--- src/rtl/lpc_tpm_bridge.sv ---
// lpc_tpm_bridge: runs one decoded LPC TPM/IO cycle as a single-access
// handshake to the TPM register file, and reports data, timeout error or
// no-response back to the LPC peripheral FSM. Every output is a flop whose
// next value is derived from the next state.
module lpc_tpm_bridge #(
   parameter int unsigned LOC_MAX        = 4,
   parameter int unsigned TIMEOUT_CYCLES = 64
) (
   input  logic        lclk_i,
   input  logic        lreset,
   input  logic        abort_i,
   input  logic        req_valid_i,
   input  logic        req_write_i,
   input  logic [15:0] req_addr_i,
   input  logic [7:0]  req_wdata_i,
   output logic        busy_o,
   output logic        rsp_valid_o,
   output logic        rsp_err_o,
   output logic        rsp_nores_o,
   output logic [7:0]  rsp_rdata_o,
   output logic        reg_req_o,
   output logic        reg_we_o,
   output logic [15:0] reg_addr_o,
   output logic [7:0]  reg_wdata_o,
   input  logic        reg_ack_i,
   input  logic [7:0]  reg_rdata_i,
   output logic [7:0]  err_cnt_o
);

   // Locality limit clamped to the 4-bit locality field.
   localparam logic [3:0] LOC_LIM = (LOC_MAX > 15) ? 4'd15 : 4'(LOC_MAX);
   localparam logic [7:0] TO_LIM  = 8'(TIMEOUT_CYCLES);

   typedef enum logic [2:0] {
      S_IDLE,
      S_NORESP,
      S_ISSUE,
      S_WAIT,
      S_RESP
   } state_t;

   state_t      state_q, state_d;
   logic [7:0]  cnt_q, cnt_d;
   logic [7:0]  err_cnt_q, err_cnt_d;
   logic        pending_q, pending_d;   // an issued access is still owed an ack
   logic        stale_q, stale_d;       // first ack of this access belongs to an aborted one
   logic        we_q, we_d;
   logic [15:0] addr_q, addr_d;
   logic [7:0]  wdata_q, wdata_d;
   logic [7:0]  rdata_q, rdata_d;
   logic        busy_q, busy_d;
   logic        req_q, req_d;
   logic        valid_q, valid_d;
   logic        err_q, err_d;
   logic        nores_q, nores_d;
   logic        timed_out;
   logic        real_ack;

   // State and output registers, cleared asynchronously by lreset.
   always_ff @(posedge lclk_i or negedge lreset) begin
      if (!lreset) begin
         state_q   <= S_IDLE;
         cnt_q     <= '0;
         err_cnt_q <= '0;
         pending_q <= 1'b0;
         stale_q   <= 1'b0;
         we_q      <= 1'b0;
         addr_q    <= '0;
         wdata_q   <= '0;
         rdata_q   <= '0;
         busy_q    <= 1'b0;
         req_q     <= 1'b0;
         valid_q   <= 1'b0;
         err_q     <= 1'b0;
         nores_q   <= 1'b0;
      end else begin
         state_q   <= state_d;
         cnt_q     <= cnt_d;
         err_cnt_q <= err_cnt_d;
         pending_q <= pending_d;
         stale_q   <= stale_d;
         we_q      <= we_d;
         addr_q    <= addr_d;
         wdata_q   <= wdata_d;
         rdata_q   <= rdata_d;
         busy_q    <= busy_d;
         req_q     <= req_d;
         valid_q   <= valid_d;
         err_q     <= err_d;
         nores_q   <= nores_d;
      end
   end

   // Next-state logic, ack/timeout arbitration and registered-output decode.
   always_comb begin
      state_d   = state_q;
      cnt_d     = cnt_q;
      err_cnt_d = err_cnt_q;
      pending_d = pending_q;
      stale_d   = stale_q;
      we_d      = we_q;
      addr_d    = addr_q;
      wdata_d   = wdata_q;
      rdata_d   = rdata_q;
      timed_out = 1'b0;
      real_ack  = 1'b0;

      case (state_q)
         S_IDLE: begin
            // A late ack from an aborted or timed-out access is absorbed here.
            if (reg_ack_i) pending_d = 1'b0;
            if (req_valid_i && !abort_i) begin
               we_d    = req_write_i;
               addr_d  = req_addr_i;
               wdata_d = req_wdata_i;
               if (req_addr_i[15:12] > LOC_LIM) begin
                  state_d = S_NORESP;
               end else begin
                  state_d   = S_ISSUE;
                  cnt_d     = '0;
                  stale_d   = pending_q && !reg_ack_i;
                  pending_d = 1'b1;
               end
            end
         end
         S_NORESP: begin
            if (reg_ack_i) pending_d = 1'b0;
            state_d = S_IDLE;
         end
         S_ISSUE, S_WAIT: begin
            real_ack = reg_ack_i && !stale_q;
            if (reg_ack_i && stale_q) stale_d = 1'b0;
            if (real_ack) pending_d = 1'b0;
            if (abort_i) begin
               state_d = S_IDLE;
            end else if (real_ack) begin
               // The ack wins even on the edge where the timeout would fire.
               state_d = S_RESP;
               rdata_d = we_q ? 8'h00 : reg_rdata_i;
            end else begin
               cnt_d = cnt_q + 8'd1;
               if (cnt_d == TO_LIM) begin
                  state_d   = S_RESP;
                  timed_out = 1'b1;
                  if (err_cnt_q != 8'hFF) err_cnt_d = err_cnt_q + 8'd1;
               end else begin
                  state_d = S_WAIT;
               end
            end
         end
         S_RESP: begin
            if (reg_ack_i) pending_d = 1'b0;
            state_d = S_IDLE;
         end
         default: state_d = S_IDLE;
      endcase

      busy_d  = (state_d == S_ISSUE) || (state_d == S_WAIT) || (state_d == S_RESP);
      req_d   = (state_d == S_ISSUE);
      valid_d = (state_d == S_RESP);
      err_d   = timed_out;
      nores_d = (state_d == S_NORESP);
   end

   assign busy_o      = busy_q;
   assign rsp_valid_o = valid_q;
   assign rsp_err_o   = err_q;
   assign rsp_nores_o = nores_q;
   assign rsp_rdata_o = rdata_q;
   assign reg_req_o   = req_q;
   assign reg_we_o    = we_q;
   assign reg_addr_o  = addr_q;
   assign reg_wdata_o = wdata_q;
   assign err_cnt_o   = err_cnt_q;

endmodule

--- config.mk ---
export PLATFORM = sky130hd
export DESIGN_NAME = lpc_tpm_bridge
export DESIGN_NICKNAME = d
export VERILOG_FILES = /design/src/rtl/lpc_tpm_bridge.sv
export SDC_FILE = /design/constraint.sdc
export NUM_CORES = 1
export LEC_CHECK = 0
export CAP_MARGIN = 20
export CORE_UTILIZATION = 46
export DETAILED_ROUTE_END_ITERATION = 10
export HOLD_SLACK_MARGIN = 0.15
export PLACE_DENSITY = 0.91
export SYNTH_ARGS = -nofsm -noshare
export SYNTH_HDL_FRONTEND = slang
export SYNTH_SLANG_ARGS = --single-unit
--- constraint.sdc ---
create_clock -name lclk_i -period 2 [get_ports lclk_i]
set_input_delay 0.4 -clock lclk_i [delete_from_list [all_inputs] [get_ports lclk_i]]
set_output_delay 0.4 -clock lclk_i [all_outputs]
set_load 0.03 [all_outputs]
Word-level counts from Yosys, hierarchy flattened. Index checks and enable logic that the tools add are counted.

Bits of input ports: 38. Register bits: 59. Word-level logic and storage cells: 80.

Reductions and logical operators: 20. Bitwise operators: 2. Order comparisons: 1. Equal/unequal tests: 16. Multiplexer cells: 25. $add $sub $neg: 2.

Operator list (number): $mux 8 (5); $add 8x1->8 const B (2); $pmux 8 s2 (1); $eq 3x2->1 const B (4); $mux 3 (4); $ne 2x2->1 const B (6); $mux 1 (11); $reduce_and 5->1 (2); $eq 8x7->1 const B (1); $ne 8x8->1 const B (1); $eq 3x1->1 const B (2); $eq 3x3->1 const B (2); $pmux 3 s2 (1); $gt 4x3->1 const B (1); $logic_and 1x1->1 (4); $reduce_and 2->1 (2); $reduce_and 4->1 (1); $reduce_or 2->1 (2); $logic_not 1->1 (3); $logic_not 3->1 (1); $pmux 1 s3 (1); $reduce_and 3->1 (1); $reduce_bool 3->1 (1); $logic_or 1x1->1 (2); 4 further kinds (5).

Longest topological paths before layout.
Depth in word-level cells: 9. Gate-level depth with buffers: 7.

Worst setup path before layout. OpenSTA, ideal clock, no wires.

Path kind: reg-to-reg. Start point: register cnt_q[0]. End point: register err_cnt_q[6] (netlist: err_cnt_o[6]). Path slack: 0.188 ns. Cell stages (with the launch flop): 7. Path buffers: 1. Clock period less this slack: 1.812 ns. Data required time: 1.920 ns. Setup time: 0.080 ns. Data arrival time: 1.731 ns. Path through: dfrtp_1 > ha_1 > nor4b_1 > o2111ai_2 > buf_6 > nor4_4 > xor2_1.

Cells in the longest elaborated chain, start to end: 3.

RTL lines: start, declared (RTL line 43) `logic [7:0] cnt_q, cnt_d;`; start signal, assigned (RTL line 78) `cnt_q <= cnt_d;`; $add 8x1->8 (RTL line 141) `cnt_d = cnt_q + 8'd1;`; $eq 8x7->1 (RTL line 142) `if (cnt_d == TO_LIM) begin`; $reduce_and 5->1 (no line); end signal, assigned (RTL line 79) `err_cnt_q <= err_cnt_d;`; end, declared (RTL line 44) `logic [7:0] err_cnt_q, err_cnt_d;`.

No other way between the ends. A chain may end at the register's enable or synchronous reset.

Final worst setup path.
Start point: input port abort_i. End point: register cnt_q[4].

Cells in the longest elaborated chain, start to end: 4.

RTL lines: start, declared (RTL line 11) `input logic abort_i,`; $logic_not 1->1 (RTL line 112) `if (req_valid_i && !abort_i) begin`; $logic_and 1x1->1 (RTL line 112); $ne 2x2->1 (no line); $reduce_and 5->1 (no line) *.

Every way passes the cells marked *; elsewhere a longest branch is shown, timed or not.

==> impl_results.md <==
* Status: finished, final reports clean
* # DRC at 0
* N_diodes at 0
* Post-Synthesis Cells at 217
* Core box area at 5240 um^2
* Setup crit start kind: input pin
* Min-Delay Path Class: flip-flop to flip-flop
* Row Count at 26
* Worst setup margin at 0.0851 ns
* Hpwl dp at 3.95 mm
* Yosys warning count at 0
* Die Y at 76.9 um
* TritonCTS Buffers at 9
* Router iterations before antenna repair at 4
* Die Area at 5910 um^2
* Max VDD drop at 0.000707 V
* Synthesized area at 2580 um^2
* Clock Latency Late Sink at 0.32 ns
* Clock tree sinks at 59
* Multi-input logic area at 1060 um^2
* Post-DRT Antenna Nets at 0
* Chip Width at 76.9 um
* Period utilization at 0.957
* Seq cells post-synth at 59
* FFs w/ async S/R, synth at 1.00
* Initial antenna violation count at 0
* Setup violation total in the final timing report at 0
* Worst path slowest cell: clkdlybuf4s50_1
* Met2 Track Usage GR at 0.362
* Fin nets at 361
* Routed WL per cell at 14.4 um
* # H-tree levels at 3
* Critical path cell sequence: clkdlybuf4s50_1 > buf_4 > or3b_1 > nor2_2 > a21oi_1 > buf_4 > o21ai_0 > o21ai_0
* R2r startpoint: cnt_q[0]
* Worst hold path cell count at 2
* Total GRT Usage at 0.211
* Period minus WS final at 1.91 ns
* Max-slew violations at 0
* Max Cap Viol at 0
* Final Hold Vio Count at 0
* Layout cell share with drive strength beyond 1 at 0.207
* Synth cell types at 41
* Setup crit end kind: flip-flop
* Met3 Use GR at 0.0524
* Max_slew headroom at 0.610
* Most common cell after layout, fill and taps aside: clkdlybuf4s50_1
* Worst-path clk slew at 0.06 ns
* Post-Syn Nets at 258
* Via count at 2012
* Overflow after GRT at 0
* Initial core utilization at 0.493
* Biggest cell delay along the critical path at 0.41 ns
* Reg2Reg Depth at 6
* Crit. path cell count at 8
* Sequential Area at 1480 um^2
* Crit path buffers/inverters at 3
* Global-route track usage on met1 at 0.248
* Vias per Instance at 5.11
* Largest net degree at the start of global routing at 60
* Hold_sp: rsp_rdata_o[3]
* First-pass GRT wire length at 9.76 mm
* Worst EP arrival at 2.10 ns
* PortBufs at 83
* Seq/Total Area, Yosys at 0.572
* Top Usage Layer GRT: met2
* Unrepaired setup endpoints after global routing: false
* Ys flop type: dfrtp_1
* Crit path from: abort_i
* Max Clock Skew at 0.00820 ns
* Fillers at 376
* Clock Path Buffers at 2
* Post-synth EDFFs at 0
* Root buffer cell: clkbuf_8
* Dpl ws at -0.223 ns
* Leakage at 1.67 nW
* Commonest non-fill, non-tap cells in the layout: clkdlybuf4s50_1, dfrtp_1, mux2_2
* WHS at 0.481 ns
* CTS tree: built
* Critical Path RT at 2.19 ns
* Critical path class: input pin to flip-flop
* Detailed Route WL at 5.67 mm
* Achievable Freq at 522 MHz
* Vias in the first global route at 2162
* Pwr/cell area at 909 nW/um^2
* Synthesis-to-finish area growth at 47.5%
* Num ports at 84
* Global placement routability congestion at 0.768
* Syn avg cell area at 11.9 um^2
* Iter 0 DRT Violations at 68
* Top delay family on crit path: buffers and inverters
* Crit-path max FO at 3
* Worst-Margin Slew at 0.583 ns
[Yosys cell counts (2+ instances only)]
cell type	number	area, um^2
a21oi_1	4	20.0
and3_1	2	12.5
buf_2	5	25.0
buf_6	2	22.5
dfrtp_1	59	1480
ha_1	3	37.5
inv_1	4	15.0
mux2_2	26	293
nand2_1	23	86.3
nand2b_1	12	75.1
nand3_1	6	30.0
nand4_1	2	12.5
nor2_1	8	30.0
nor2b_1	2	12.5
nor3_1	5	25.0
o21a_1	2	15.0
o21ai_0	19	95.1
or3b_1	2	17.5
xnor2_1	4	35.0
xor2_1	6	52.6
[stage by stage]
step                      power, W  TNS (ns)   util  cells  cell area (um^2)
after floorplan            0.00199         0      -    217              2580
after global placement     0.00246    -0.798  0.688    378              3600
after detailed placement   0.00249     -1.90  0.688    378              3600
after CTS                  0.00350         0  0.724    394              3790
after global routing       0.00362         0  0.726    394              3800
final                      0.00346         0  0.726    394              3800
[path summary, 6_finish.rpt]
| check | endpoint | slack (ns) |
|---|---|---|
| max | cnt_q[4] | 0.09 |
| min | rsp_rdata_o[3] | 0.48 |
| max reg2reg | err_cnt_o[6] | 0.17 |
| min reg2reg | rsp_rdata_o[3] | 0.48 |
| max in group asynchronous | err_cnt_o[2] | 1.13 |
| min in group asynchronous | rsp_rdata_o[6] | 0.62 |
[cell families (layout without fill, tap and decap cells)]
group	count (synthesis)	count (layout)	share of synthesized area
buf+inv	12	119	0.0257
simple gates	72	72	0.156
flops	59	59	0.572
fa+ha+maj	3	3	0.0146
compound gates	35	35	0.0844
mux	26	26	0.113
xor+xnor	10	10	0.0339
[worst min-delay path: cells and delay by family, from the launching register on]
| kind | cells | cell delay (ns) |
|---|---|---|
| compound gates | 1 | 0.06 |
| flops | 1 | 0.34 |
| simple gates | 1 | 0.04 |
[flip-flops by register name (all words and copies together) (netlist names), 3 cells and up]
name	cells
rsp_rdata_o	8
reg_wdata_o	8
cnt_q	8
err_cnt_o	8
state_q	3
reg_addr_o	16
[power breakdown]
part	leakage (nW)	switching (W)	internal, W
clock network	0.0946	0.000435	0.000558
logic	0.823	0.000519	0.000489
registers	0.754	0.0000919	0.00136
[layout make-up]
type / count / area share
multi-input cells: 146 / 0.280
well taps: 70 / 0.0230
clock inverters: 6 / 0.0151
flip-flops and latches: 59 / 0.388
clock buffers: 9 / 0.0326
inverters: 4 / 0.00395
repair buffers: 100 / 0.258
[per-layer routing]
layer / vias to the layer above / wire length, um
met5: - / 0
met4: 0 / 99
met3: 10 / 339
met2: 71 / 2790
met1: 968 / 2440
li1: 963 / -
[timing repair]
item | 4_1_cts | 5_1_grt
hold buffers | 1 | 0
endpoints found under the setup margin | 0 | 2
setup buffers | 0 | 0
hold endpoints to repair | 59 | 0
resized for setup | 0 | 2
No activity file was read; power rests on OpenSTA's default activity.
